## src/rtl/rom_load_sequencer.sv

```systemverilog
// rom_load_sequencer
//   Turns the flat hps_io ioctl byte stream into per-region ROM write strobes
//   and holds the core in reset until a complete download has landed and a
//   reset-hold period has elapsed.
//
// Ports
//   clk_sys, reset_n      clock, async active-low reset
//   dn_download/dn_wr     ioctl transfer level and byte-valid strobe
//   dn_addr/dn_data       ioctl byte address (17b) and byte
//   soft_reset            OSD/button reset request (level)
//   rom_we[3:0]           one-hot region strobe: CPU, GFX0, GFX1, sound/PROM
//   rom_addr/rom_data     region-local address and byte, valid with rom_we
//   core_reset_n          active-low core reset, high only in RUN
//   loaded                a non-empty download has completed since reset
//   busy                  LOAD or HOLD
//   oob_err               sticky per download: a write at/above ROM_END was dropped
//   byte_count            bytes accepted in current/last download (saturating)

// Single-region address decoder: range hit and region-local offset.
module rom_region_dec #(
  parameter logic [16:0] LO     = 17'h00000,
  parameter logic [16:0] HI     = 17'h06000,
  parameter bit          HAS_LO = 1'b1
) (
  input  logic [16:0] addr_i,
  output logic        hit_o,
  output logic [15:0] off_o
);
  // Region 0 starts at 0; skipping the lower compare avoids an always-true test.
  if (HAS_LO) begin : g_lo
    assign hit_o = (addr_i >= LO) && (addr_i < HI);
  end else begin : g_nolo
    assign hit_o = (addr_i < HI);
  end

  // Regions are at most 64 KiB, so the truncated difference is the local address.
  assign off_o = 16'(addr_i - LO);
endmodule

module rom_load_sequencer #(
  parameter logic [16:0] BASE1    = 17'h06000,
  parameter logic [16:0] BASE2    = 17'h08000,
  parameter logic [16:0] BASE3    = 17'h0A000,
  parameter logic [16:0] ROM_END  = 17'h0C000,
  parameter int          RST_HOLD = 16
) (
  input  logic        clk_sys,
  input  logic        reset_n,
  input  logic        dn_download,
  input  logic        dn_wr,
  input  logic [16:0] dn_addr,
  input  logic [7:0]  dn_data,
  input  logic        soft_reset,
  output logic [3:0]  rom_we,
  output logic [15:0] rom_addr,
  output logic [7:0]  rom_data,
  output logic        core_reset_n,
  output logic        loaded,
  output logic        busy,
  output logic        oob_err,
  output logic [16:0] byte_count
);
  localparam int NREG = 4;
  localparam int HCW  = (RST_HOLD > 1) ? $clog2(RST_HOLD) : 1;
  localparam logic [HCW-1:0] HOLD_INIT = HCW'(RST_HOLD - 1);
  // Region boundaries: region r spans [EDGE[r], EDGE[r+1]).
  localparam logic [NREG:0][16:0] EDGE = {ROM_END, BASE3, BASE2, BASE1, 17'h00000};

  typedef enum logic [1:0] {S_IDLE, S_LOAD, S_HOLD, S_RUN} state_e;

  state_e           state_q, state_d;
  logic [HCW-1:0]   hold_q, hold_d;
  logic [3:0]       we_q, we_d;
  logic [15:0]      addr_q, addr_d;
  logic [7:0]       data_q, data_d;
  logic             core_rn_q, core_rn_d;
  logic             loaded_q, loaded_d;
  logic             busy_q, busy_d;
  logic             oob_q, oob_d;
  logic [16:0]      cnt_q, cnt_d;

  // ---------------- address decode ----------------
  logic [NREG-1:0]        hit;
  logic [NREG-1:0][15:0]  off;
  logic [15:0]            off_sel;

  for (genvar r = 0; r < NREG; r++) begin : g_reg
    rom_region_dec #(
      .LO    (EDGE[r]),
      .HI    (EDGE[r+1]),
      .HAS_LO(r != 0)
    ) u_dec (
      .addr_i(dn_addr),
      .hit_o (hit[r]),
      .off_o (off[r])
    );
  end

  always_comb begin
    off_sel = '0;
    for (int r = 0; r < NREG; r++)
      if (hit[r]) off_sel = off[r];
  end

  // A byte is taken whenever the transfer level is high, regardless of state,
  // so the very first cycle of a download (still IDLE/HOLD/RUN) counts too.
  logic accept, wr_ok, wr_oob, dl_start;
  logic [16:0] cnt_base;

  assign accept   = dn_download & dn_wr;
  assign wr_ok    = accept & (|hit);
  assign wr_oob   = accept & ~(|hit);
  assign dl_start = dn_download & (state_q != S_LOAD);
  assign cnt_base = dl_start ? 17'h0 : cnt_q;

  // ---------------- FSM ----------------
  always_comb begin
    state_d = state_q;
    hold_d  = hold_q;
    case (state_q)
      S_IDLE: if (dn_download) state_d = S_LOAD;
      S_LOAD: begin
        if (!dn_download)
          state_d = ((cnt_q != 17'h0) || loaded_q) ? S_HOLD : S_IDLE;
      end
      S_HOLD: begin
        if (dn_download)          state_d = S_LOAD;
        else if (soft_reset)      hold_d  = HOLD_INIT;
        else if (hold_q == '0)    state_d = S_RUN;
        else                      hold_d  = hold_q - HCW'(1);
      end
      S_RUN: begin
        if (dn_download)          state_d = S_LOAD;
        else if (soft_reset)      state_d = S_HOLD;
      end
    endcase
    if ((state_q != S_HOLD) && (state_d == S_HOLD)) hold_d = HOLD_INIT;
  end

  // ---------------- datapath / status next-state ----------------
  always_comb begin
    we_d      = wr_ok ? hit : 4'b0;
    addr_d    = wr_ok ? off_sel : addr_q;
    data_d    = wr_ok ? dn_data : data_q;
    cnt_d     = (wr_ok && (cnt_base != 17'h1FFFF)) ? cnt_base + 17'd1 : cnt_base;
    oob_d     = (dl_start ? 1'b0 : oob_q) | wr_oob;
    loaded_d  = loaded_q | ((state_q == S_LOAD) && (state_d == S_HOLD));
    // Driven from next state so the output tracks the state register exactly.
    core_rn_d = (state_d == S_RUN);
    busy_d    = (state_d == S_LOAD) || (state_d == S_HOLD);
  end

  always_ff @(posedge clk_sys or negedge reset_n) begin
    if (!reset_n) begin
      state_q   <= S_IDLE;
      hold_q    <= '0;
      we_q      <= 4'b0;
      addr_q    <= 16'h0;
      data_q    <= 8'h0;
      core_rn_q <= 1'b0;
      loaded_q  <= 1'b0;
      busy_q    <= 1'b0;
      oob_q     <= 1'b0;
      cnt_q     <= 17'h0;
    end else begin
      state_q   <= state_d;
      hold_q    <= hold_d;
      we_q      <= we_d;
      addr_q    <= addr_d;
      data_q    <= data_d;
      core_rn_q <= core_rn_d;
      loaded_q  <= loaded_d;
      busy_q    <= busy_d;
      oob_q     <= oob_d;
      cnt_q     <= cnt_d;
    end
  end

  assign rom_we       = we_q;
  assign rom_addr     = addr_q;
  assign rom_data     = data_q;
  assign core_reset_n = core_rn_q;
  assign loaded       = loaded_q;
  assign busy         = busy_q;
  assign oob_err      = oob_q;
  assign byte_count   = cnt_q;
endmodule

```

## config.mk

```make
export PLATFORM = sky130hd
export DESIGN_NAME = rom_load_sequencer
export DESIGN_NICKNAME = d
export VERILOG_FILES = /design/src/rtl/rom_load_sequencer.sv
export SDC_FILE = /design/constraint.sdc
export NUM_CORES = 1
export LEC_CHECK = 0
export BUFFER_PORTS_ARGS = -buffer_cell sky130_fd_sc_hd__buf_2
export CELL_PAD_IN_SITES_DETAIL_PLACEMENT = 0
export CELL_PAD_IN_SITES_GLOBAL_PLACEMENT = 1
export CORE_ASPECT_RATIO = 1.5
export CORE_MARGIN = 8
export CORE_UTILIZATION = 45
export DETAILED_ROUTE_END_ITERATION = 10
export MAX_ROUTING_LAYER = met4
export PLACE_DENSITY = 0.88
export SETUP_SLACK_MARGIN = 0.4
export SYNTH_ARGS = -nofsm -noshare
export SYNTH_HDL_FRONTEND = slang
export SYNTH_HIERARCHICAL = 1
export SYNTH_SLANG_ARGS = --single-unit
```

## constraint.sdc

```tcl
create_clock -name clk_sys -period 4.4 [get_ports clk_sys]
set_input_delay 0.44 -clock clk_sys [delete_from_list [all_inputs] [get_ports clk_sys]]
set_output_delay 0.44 -clock clk_sys [all_outputs]
set_load 0.005 [all_outputs]
```

Word level (Yosys, flattened, before mapping)
Cells that the tools add are included.
Widths: inputs -> output; s select.
Word-level totals
  register bits after elaboration: 55
  latch bits: 0
  RAM bits: 0
  ROM bits: 0
  bits of input ports: 30
  output and inout bits: 49
  memories kept: 0
Operators by class
  add/sub/neg operators: 5
  multipliers: 0
  divide/modulo/power cells: 0
  order comparisons: 7
  equality and inequality tests: 11
  shift-type cells: 0
  mux-type cells: 22
  bitwise logic cells: 7
  reduce and logical (&&, ||, !) cells: 14
Operator list (count)
  $mux 16: 4
  $lt 17x16->1 const B: 3
  $ge 17x16->1 const B: 2
  $mux 17: 2
  $sub 16x16->16 const B: 2
  $mux 4: 6
  $add 17x1->17 const B: 1
  $ge 17x15->1 const B: 1
  $lt 17x15->1 const B: 1
  $ne 17x17->1 const B: 1
  $reduce_bool 17->1: 1
  $mux 2: 8
  $sub 16x15->16 const B: 1
  $eq 2x2->1 const B: 4
  $pmux 2 s4: 1
  $logic_and 1x1->1: 6
  $and 1x1->1: 4
  $eq 2x1->1 const B: 2
  $logic_not 4->1: 1
  $ne 2x1->1 const B: 2
  $reduce_or 4->1: 1
  $sub 4x1->4 const B: 1
  $ne 3x2->1 const B: 1
  $reduce_and 3->1: 1
  7 further kinds: 9

Depth between registers and ports, before layout
Gate-level depths: netlist (run 1).
  depth after elaboration: 9
  gate-level depth with buffers: 11
  depth with buffers taken out: 11

By module
Netlist (run 1), hierarchy kept.
By module, submodules not included
  rom_load_sequencer: instances 1, cells an instance 311, area an instance 3011.6 µm², seq. area each 1376.3 µm²
  rom_region_dec (g_reg[3].u_dec): instances 1, cells an instance 26, area an instance 180.2 µm², seq. area each 0.0 µm²
  rom_region_dec (g_reg[1].u_dec): instances 1, cells an instance 22, area an instance 178.9 µm², seq. area each 0.0 µm²
  rom_region_dec (g_reg[0].u_dec): instances 1, cells an instance 17, area an instance 132.6 µm², seq. area each 0.0 µm²
  rom_region_dec (g_reg[2].u_dec): instances 1, cells an instance 17, area an instance 131.4 µm², seq. area each 0.0 µm²

Worst setup path after synthesis (run 1)
OpenSTA, ideal clock, no wires.
  path kind: input to register
  start: in dn_download
  end: reg cnt_q[9] (netlist: byte_count[9])
  setup time: 0.122 ns
  data arrival time: 2.680 ns
  data required time: 4.278 ns
  slack: 1.598 ns
  cell stages on the path: 11
  path through: buf_2 -> nand2_1 -> and2_1 -> ha_1 -> and4_1 -> and4_1 -> ha_1 -> nand3b_1 -> a2111oi_2 -> nand3_1 -> xor2_1
On the way
  longest elaborated chain between the ends: 5
  elaborated cells between the ends (all ways): 8
  those cells by class: 1 x add/sub; 1 x eq/ne; 2 x mux; 3 x bitwise; 1 x reduce/logical
RTL lines
  start: declaration: RTL line 49  | input logic dn_download,
  parallel branches: the longest is 4 deep, another holds $add 17x1->17
  $mux 17 *: RTL line 145  | cnt_d = (wr_ok && (cnt_base != 17'h1FFFF)) ? cnt_base + 17'd1 : cnt_base;
  named net cnt_d[9]: RTL line 80  | logic [16:0] cnt_q, cnt_d;
  end signal: assignment: RTL line 175  | cnt_q <= cnt_d;
  end: declaration: RTL line 80
Mark *: on every way through the listed nets, which the timed path passes.
A chain may end at the register's enable or synchronous reset.

Worst setup path after layout (run 1)
  start: reg state_q[0]
  end: reg cnt_q[9] (netlist: byte_count[9])
On the way
  longest elaborated chain between the ends: 6
  elaborated cells between the ends (all ways): 7
  those cells by class: 1 x add/sub; 2 x eq/ne; 2 x mux; 1 x bitwise; 1 x reduce/logical
RTL lines
  start: declaration: RTL line 71  | state_e state_q, state_d;
  start signal: assignment: RTL line 166  | state_q <= state_d;
  $ne 2x1->1 *: RTL line 113  | assign dl_start = dn_download & (state_q != S_LOAD);
  $and 1x1->1 *: RTL line 113
  $mux 17 *: RTL line 114  | assign cnt_base = dl_start ? 17'h0 : cnt_q;
  parallel branches: the longest is 2 deep, another holds $add 17x1->17
  $mux 17 *: RTL line 145
  named net cnt_d[9]: RTL line 80
Marks and branches as above.

==> results of run 1 <==
routing by layer:
| metal | track usage, % | vias to the layer above |
|---|---|---|
| li1 | - | 1376 |
| met1 | 17.97 | 1353 |
| met2 | 25.97 | 74 |
| met3 | 2.604 | 4 |
| met4 | 3.346 | 0 |
| met5 | - | - |
power breakdown:
part	internal, mW	switching, mW	total, mW
sequential	0.583	0.0458	0.629
combinational	0.142	0.156	0.298
clock	0.283	0.173	0.456
sequential cells by signal (all words and copies together) (netlist names), 2 cells and up:
| register | count |
|---|---|
| byte_count | 17 |
| rom_data | 8 |
| state_q | 2 |
| rom_addr | 16 |
| rom_we | 4 |
| hold_q | 4 |
path summary, 6_finish.rpt:
check | from | end | slack, ns
max | state_q[0] | byte_count[9] | 1.20
min | reset_n | hold_q[2] | 0.29
max reg2reg | state_q[0] | byte_count[9] | 1.20
min reg2reg | rom_data[6] | rom_data[6] | 0.48
max in group asynchronous | reset_n | byte_count[1] | 3.65
min in group clk_sys | dn_data[6] | rom_data[6] | 0.36
layout make-up:
type	instances	area (sq um)	share of cell area, %
clock buffer	6	138.9	3.576
timing repair buffer	84	435.4	11.21
inverter	32	120.1	3.093
tap	105	131.4	3.383
clock inverter	2	35.03	0.9021
sequential	55	1376	35.44
multi-input combinational	231	1647	42.40
metrics by stage:
step	power [mW]	instance area (sq um)	setup slack, ns	hold slack, ns
6_report	1.383	3884	1.204	0.2861
5_1_grt	1.471	3884	0.9915	0.3610
4_1_cts	1.413	3884	1.176	0.3186
3_3_place_gp	0.9358	3710	1.231	0.4685
3_5_place_dp	0.9470	3710	1.115	0.4739
2_1_floorplan	0.8278	3635	1.598	0.1444
kinds of logic (layout without fill, tap and decap cells):
family | count (synthesis) | in the layout | share of synthesized area [%]
XOR/XNOR | 9 | 9 | 2.169
buffers and inverters | 107 | 124 | 17.45
AND/OR/NAND/NOR | 124 | 124 | 19.72
multiplexers | 14 | 14 | 4.200
flip-flops | 55 | 55 | 37.87
adder cells (fa/ha/maj) | 7 | 7 | 2.410
AO/OA/AOI/OAI | 77 | 77 | 16.18
cell usage in the layout (no fill, tap or decap), drive strengths merged, types with 4 or more instances in the layout:
| master | Yosys | final |
|---|---|---|
| a31oi | 16 | 16 |
| xor2 | 5 | 5 |
| a211o | 17 | 17 |
| nor4b | 4 | 4 |
| nand2 | 38 | 38 |
| nor4 | 10 | 10 |
| mux2 | 10 | 10 |
| o21ai | 6 | 6 |
| buf | 65 | 84 |
| nand2b | 6 | 6 |
| and3 | 6 | 6 |
| mux2i | 4 | 4 |
| inv | 32 | 32 |
| ha | 7 | 7 |
| nand3 | 7 | 7 |
| clkbuf | 10 | 6 |
| and4 | 4 | 4 |
| a221oi | 15 | 15 |
| nand4 | 6 | 6 |
| a21oi | 8 | 8 |
| and2 | 5 | 5 |
| dfrtp | 55 | 55 |
| xnor2 | 4 | 4 |
| nor2 | 21 | 21 |
| nor3 | 4 | 4 |
==> impl_metrics.toml, run 1 <==
[floorplan]
num_rows = 40
die_x_microns = 89.38
num_io_pins = 79
initial_core_util_pct = 45.97
core_area_sq_mm = 0.007908
die_h_microns = 126.1
dieArea_sq_mm = 0.01127

[synth]
seq_area_frac_synth_pct = 37.87
ys_top_cells_by_area = "dfrtp_1 38%, buf_4 12%, a211o_1 4.1%"
ys.warnings.count = 6
synth_nets = 430
synth_top_area_share_pct = 37.87
postSynthAreaPerCell_sq_um = 9.249
synth_flop_cell = "dfrtp_1"
synth_cell_types = 58
syn_inst = 393
ys_async_sr_fraction_pct = 100.0
yosysMostFrequentCell = "buf_4"
synth_common_cells = "58 x buf_4, 55 x dfrtp_1, 38 x nand2_1"
synth-seq-cells = 55
yosysTopAreaCell = "dfrtp_1"
synth_edf_count = 0
synth_area_sq_mm = 0.003635

[routing]
wl_met3_microns = 422
drt_iter0_drc = 68
num_vias = 2807
met1_length_mm = 3.487
wl_per_cell_microns = 15.87
drc = 0
wl_met2_mm = 4.207
viasPerCell = 5.450
first_pass_iters = 4
wl_mm = 8.174
ant_nets = 0
top_layer = "met4"

[clocking]
clkSinkCount = 55
cts-resized-gates = 0
htree_levels = 2
post_cts_buffers = 0
cts_tree = "done"
cts-root-buf = "clkbuf_16"
postCtsHoldBufs = 0
cts_max_path_buffers = 2
numCtsBuffers = 5
cts.clk_slew.worst_paths_ns = 0.07
clkLatencyLatePin_ns = 0.29

[timing]
slew_violations = 0
slew_headroom_pct = 49.02
worst_pin_slew_ns = 0.7629
fin_skew_ns = 0.006249
fin_setup_tns_ns = 0
maxClockFrequency_mhz = 312.9
finalCritPeriodShare_pct = 72.64
finalHoldViolCount = 0
grt_setup_unrepaired = "no"
period_needed_ns = 3.196
finalSetupViolations = 0

[worst_setup_path]
crit_chain = "nand2b_2 -> nand2_1 -> buf_4 -> and2_1 -> ha_1 -> and4_1 -> and4_1 -> ha_1 -> nand3b_1 -> a2111oi_2 -> nand3_1 -> xor2_1"
crit_family = "simple AND/OR/NAND/NOR gates"
arrival_ns = 3.37
start_kind = "flop"
crit_cells = 12
setup.worst_path.class = "reg2reg"
rr_worst_depth = 12
slowest_stage = "a2111oi_2"
crit_required_ns = 4.57
path_max_fanout = 17
path_buf_inv = 1
slowest_delay_ns = 0.53
crit_path_end_kind = "flop"

[layout]
fillers = 781
diodes = 0
fin_nets = 446
drive_gt1_share_pct = 29.27
instances_no_fill = 515
area_growth_pct = 6.850
fin_util_pct = 49.11

[place]
portBuffers = 78
hpwl_mm = 6.117
gp_congestion = 0.8606
dp_cells = 507

[power]
irDropWorstVdd_mv = 0.2074
power.density_mw_per_mm2 = 356.1
p_leak_nw = 1.824

[job]
maxCapViolCount = 0

[min_path]
hold_path_class = "in2async"

[grt]
grt_max_degree = 56
grt_usage_pct = 15.23
grt_pass1_wl_mm = 13.34
antenna_found_initial = 0
grt_pass1_vias = 2737
grt_overflow_total = 0

[outcome]
status = "finished, final reports clean"
Note: power is estimated with default switching activity, not from simulation.
==> inputs of run 2 (changes only) <==
Settings changed: ABC_AREA set to 1, CORE_UTILIZATION 45 to 36, PLACE_DENSITY 0.88 to 0.79.
Clock period 4.4 ns to 2.9 ns, I/O delays scaled along.
==> run 2 against run 1 <==
Sequential power is 56% higher. Highest routed layer unchanged. Setup slack worse by 0.56 ns. Critical path type unchanged. Critical endpoint is now byte_count[8]. Cell area is 3.2% higher.
==> impl_metrics.toml, run 2 <==
[job]
maxCapViolCount = 0

[layout]
diodes = 0
largest_reg_flops = 17
drive_gt1_share_pct = 26.42
fin_nets = 547
fillers = 1063
instances_no_fill = 628
layout_commonest_cell = "nand2_1"
layout.cells.most_common_list = "93 x nand2_1, 78 x buf_2, 65 x a21oi_1, 55 x dfrtp_1, 46 x inv_1"
area_growth_pct = 8.097
fin_util_pct = 39.78

[clocking]
cts_max_path_buffers = 2
clkSinkCount = 55
cts_tree = "done"
htree_levels = 2
clkLatencyLatePin_ns = 0.29
cts.clk_slew.worst_paths_ns = 0.08
cts-root-buf = "clkbuf_16"
numCtsBuffers = 5

[floorplan]
die_x_microns = 98.87
die_h_microns = 140.3
num_io_pins = 79
initial_core_util_pct = 36.80
dieArea_sq_mm = 0.01387
num_rows = 45
core_area_sq_mm = 0.01008

[worst_setup_path]
start_kind = "flop"
crit_required_ns = 3.09
path_max_fanout = 19
rr_worst_depth = 18
setup.worst_path.class = "reg2reg"
r2r_slack_ns = 0.64
crit_path_end_kind = "flop"
worstReg2RegEnd = "byte_count[8]"
worstReg2RegStart = "state_q[1]"
arrival_ns = 2.45

[timing]
setup_slack_ns = 0.6431
fin_setup_tns_ns = 0
slew_headroom_pct = 61.35
worst_pin_slew_ns = 0.5797
finalHoldViolCount = 0
finalCritPeriodShare_pct = 77.82
finalSetupViolations = 0
maxClockFrequency_mhz = 443.1
fin_skew_ns = 0.005466
period_needed_ns = 2.257
grt_setup_unrepaired = "no"
slew_violations = 0

[synth]
synth_common_cells = "94 x nand2_1, 65 x a21oi_1, 62 x buf_4"
synth_top_area_share_pct = 37.11
synth_top_family_by_area = "simple AND/OR/NAND/NOR gates"
ys_async_sr_fraction_pct = 100.0
ys.warnings.count = 6
synth-seq-cells = 55
synth_edf_count = 0
synth_compound_area_share_pct = 13.83
synth_cell_types = 33
synth_flop_cell = "dfrtp_1"
ys_top_cells_by_area = "dfrtp_1 37%, buf_4 13%, nand2_1 9.5%"
postSynthAreaPerCell_sq_um = 7.662
yosysTopAreaCell = "dfrtp_1"
yosys.area_share.adder_pct = 2.362
seq_area_frac_synth_pct = 37.11
synth-xor-area-share_pct = 3.070
yosysMostFrequentCell = "nand2_1"
syn_inst = 484
synth_nets = 521
synth-simple-area-share_pct = 22.06
synth_area_sq_mm = 0.003709
muxShareOfSynthArea_pct = 2.429

[grt]
grt_overflow_total = 0
grt_pass1_vias = 3182
grt_pass1_wl_mm = 15.21
antenna_found_initial = 0
grt_max_degree = 46
grt_usage_pct = 13.86

[routing]
drc = 0
viasPerCell = 4.943
first_pass_iters = 4
wl_per_cell_microns = 14.62
drt_iter0_drc = 112
wl_mm = 9.180
num_vias = 3104
ant_nets = 0

[place]
portBuffers = 78
hpwl_mm = 6.941
gp_congestion = 0.8447
dp_cells = 615
preCtsSetupSlack_ns = 0.5070

[power]
p_leak_nw = 2.051
power.density_mw_per_mm2 = 530.3
irDropWorstVdd_mv = 0.2276

[min_path]
hold_depth = 2
hold_path_class = "in2reg"
worst_hold_path.endpoint = "rom_data[0]"
min_from = "dn_data[0]"

[outcome]
status = "finished, final reports clean"
==> run 2: cell types whose count changed after synthesis, sizes merged, moves of 9 or more <==
cell	delta
nand2	+60
a21oi	+59
nor2	+36
a211o	-17
inv	+17
a31oi	-16
o211ai	+16
a221oi	-15
nand3	+14
nor4	-9
==> run 2: worst max path at each step <==
stage | startpoint | to | slack (ns)
2_1_floorplan | state_q[0] | byte_count[12] | 0.45
6_report | state_q[1] | byte_count[8] | 0.64
3_3_place_gp | state_q[0] | byte_count[12] | 0.58
3_5_place_dp | state_q[1] | byte_count[8] | 0.51
4_1_cts | state_q[1] | byte_count[8] | 0.49
5_1_grt | state_q[1] | byte_count[8] | 0.43
==> run 2: logic make-up (layout without fill, tap and decap cells) <==
| family | count (synthesis) | after routing |
|---|---|---|
| AO/OA/AOI/OAI | 92 | 92 |
| XOR/XNOR | 13 | 13 |
| adder cells (fa/ha/maj) | 7 | 7 |
| buffers and inverters | 124 | 151 |
| flip-flops | 55 | 55 |
| multiplexers | 8 | 8 |
| AND/OR/NAND/NOR | 185 | 185 |
==> run 2: routing by layer <==
layer | routed length [microns] | track usage [%]
met5 | 0 | -
met4 | 122 | 4.305
met3 | 286 | 2.331
met2 | 5237 | 26.61
met1 | 3533 | 13.66
==> run 2: worst max-delay path: stages, from the launching register on <==
cell	delay [ns]
dfrtp_1	0.37
inv_2	0.07
nand2_1	0.07
nand2_2	0.09
buf_6	0.19
nand2_1	0.10
nor2_1	0.20
nand2_1	0.14
nor3_2	0.17
ha_1	0.17
inv_1	0.06
nand3_4	0.14
nor2_4	0.06
nand2_4	0.09
inv_2	0.04
nand2_1	0.05
nand2_1	0.05
nand2_1	0.05
inv_1	0.03
==> run 2: final cells by class <==
cell class / instances / area [sq um] / area share (%)
tap: 117 / 146.4 / 3.652
clock inverter: 3 / 20.02 / 0.4994
sequential: 55 / 1376 / 34.33
timing repair buffer: 91 / 494.2 / 12.33
clock buffer: 5 / 125.1 / 3.121
multi-input combinational: 305 / 1650 / 41.17
inverter: 52 / 196.4 / 4.900
==> run 2: what timing repair did <==
action | in CTS | in global routing
hold buffers | 1 | 0
endpoints found under the setup margin | 0 | 13
setup buffers | 0 | 4
hold endpoints to repair | 10 | 0
resized for setup | 0 | 9
==> run 2: where the power goes <==
part           total (mW)  switching [mW]  internal (mW)  leakage, nW
Combinational       0.541           0.308          0.233         1.30
Sequential          0.982          0.0756          0.907        0.687
Clock               0.603           0.284          0.319       0.0658
==> run 2: stage by stage <==
stage / power (mW) / hold slack [ns] / cell area [sq um]
after CTS: 2.157 / 0.2096 / 3948
final: 2.126 / 0.2211 / 4009
after global routing: 2.273 / 0.2223 / 4009
after floorplan: 1.340 / -0.005591 / 3709
after detailed placement: 1.536 / 0.1755 / 3792
after global placement: 1.518 / 0.1722 / 3792
==> inputs of run 3 (changes only) <==
Settings changed: ABC_AREA 1 to 0, CORE_UTILIZATION 36 to 37, PLACE_DENSITY 0.79 to 0.78.
Clock period 2.9 ns to 1.95 ns, I/O delays scaled along.
==> run 3 against run 2 <==
Largest power group unchanged. Highest routed layer unchanged. Via count up 4.5%. Non-clock buffer count up 87. Global-route usage up 2.1 points. Sequential power up 45%. The run now ends with negative setup slack left.
==> impl_metrics.toml, run 3 (synthesis gave the netlist of run 1 again) <==
[routing]
wl_per_cell_microns = 16.99
num_vias = 3243
drc = 0
wl_mm = 10.52
viasPerCell = 5.239
first_pass_iters = 5
ant_nets = 0
drt_iter0_drc = 105

[timing]
setup_slack_ns = -0.4189
period_needed_ns = 2.369
fin_skew_ns = 0.004835
finalCritPeriodShare_pct = 121.5
worst_pin_slew_ns = 0.5780
maxClockFrequency_mhz = 422.1
slew_headroom_pct = 61.47
whs_ns = 0.1284
slew_violations = 0
grt_setup_unrepaired = "yes"
finalSetupViolations = 24
finalHoldViolCount = 0

[min_path]
hold_path_class = "in2reg"
worst_hold_path.endpoint = "rom_data[6]"
min_from = "dn_data[6]"
hold_depth = 2

[worst_setup_path]
r2r_slack_ns = -0.42
start_kind = "flop"
rr_worst_depth = 11
setup.worst_path.class = "reg2reg"
worstReg2RegEnd = "byte_count[9]"
path_max_fanout = 4
worstReg2RegStart = "state_q[0]"
crit_required_ns = 2.13
arrival_ns = 2.55
crit_start = "state_q[0]"
crit_path_end_kind = "flop"

[power]
power.density_mw_per_mm2 = 668.2
irDropWorstVdd_mv = 0.4477
p_leak_nw = 2.512

[clocking]
cts.clk_slew.worst_paths_ns = 0.07
cts_tree = "done"
cts_max_path_buffers = 2
cts-root-buf = "clkbuf_16"
htree_levels = 2
clkSinkCount = 55
numCtsBuffers = 5
clkLatencyLatePin_ns = 0.29

[layout]
diodes = 0
fin_nets = 540
largest_reg_flops = 17
fillers = 839
layout.cells.most_common_list = "83 x buf_4, 70 x buf_2, 54 x dfrtp_1, 37 x nand2_1, 28 x inv_1"
layout_commonest_cell = "buf_4"
final_cell_area_sq_mm = 0.005254
area_growth_pct = 44.54
fin_util_pct = 54.53
drive_gt1_share_pct = 52.18
instances_no_fill = 619

[floorplan]
core_area_sq_mm = 0.009634
num_io_pins = 79
num_rows = 44
die_x_microns = 96.93
dieArea_sq_mm = 0.01332
die_h_microns = 137.4
initial_core_util_pct = 37.73

[job]
maxCapViolCount = 0

[outcome]
failed_checks = "negative setup slack"
status = "finished with violations"

[place]
gp_congestion = 0.8756
preCtsSetupSlack_ns = -0.4238
postPlaceCellArea_sq_mm = 0.004528
hpwl_mm = 7.652
portBuffers = 78
dp_cells = 588

[grt]
antenna_found_initial = 0
grt_max_degree = 35
grt_pass1_vias = 3426
grt_usage_pct = 15.98
grt_pass1_wl_mm = 16.89
grt_overflow_total = 0
## run 3: cell types whose count changed in the layout (fill, tap and decap cells not counted), moves of 12 or more
cell	previous run	this run
buf_6	1	15
nand2_1	93	37
a211o_1	0	17
nor2_1	45	20
inv_1	46	28
o211ai_1	17	1
a21oi_1	65	5
a31oi_1	0	15
buf_4	11	83
a221oi_2	0	14
nand3_1	18	6
## run 3: how the worst max path moves through the flow
stage                      to  slack (ns)  cells after the start
2_1_floorplan  byte_count[11]       -0.37                     11
3_3_place_gp        hold_q[0]       -0.37                      7
3_5_place_dp        hold_q[3]       -0.42                      7
4_1_cts         byte_count[9]       -0.41                     11
5_1_grt        byte_count[13]       -0.53                     11
6_report        byte_count[9]       -0.42                     11
## run 3: what timing repair did
item / CTS / global route
pin swaps: 29 / 26
resized for setup: 57 / 15
endpoints found under the setup margin: 50 / 50
hold buffers: 1 / 0
hold endpoints to repair: 21 / 0
gates cloned: 2 / 0
setup buffers: 12 / 8
## run 3: report_power, final
group | total, mW | switching, mW | internal [mW]
logic | 1.04 | 0.491 | 0.554
clock network | 1.04 | 0.433 | 0.611
registers | 1.42 | 0.104 | 1.32
total | 3.51 | 1.03 | 2.48
## run 3: per-stage QoR
stage	total power [mW]	TNS [ns]
4_1_cts	3.521	-5.213
3_5_place_dp	2.360	-11.47
3_3_place_gp	2.331	-9.132
6_report	3.510	-5.933
2_1_floorplan	1.946	-3.622
5_1_grt	3.705	-8.044
## run 3: worst max-delay path, stage by stage (launching register included)
cell and delay (ns):
dfrtp_2 0.43, nand2b_4 0.09, nand2_4 0.05, and2_4 0.14, ha_4 0.15, and4_1 0.16, and4_1 0.17, ha_2 0.19
nand3b_1 0.23, a2111oi_4 0.32, nand3_1 0.16, xor2_1 0.17
## run 3: cell type report
class | instances | area [sq um] | share of cell area (%)
clock inverters | 3 | 46.29 | 0.8812
inverters | 32 | 120.1 | 2.286
clock buffers | 5 | 125.1 | 2.382
repair buffers | 178 | 1335 | 25.41
multi-input cells | 231 | 2106 | 40.08
flip-flops and latches | 55 | 1378 | 26.22
well taps | 115 | 143.9 | 2.739
## run 3: metal layers
layer,share of wire [%],global-route usage [%],vias up
li1,-,-,1563
met1,40,16.47,1575
met2,55,29.47,88
met3,3.8,3.012,17
met4,2.0,6.094,0
met5,0,-,-
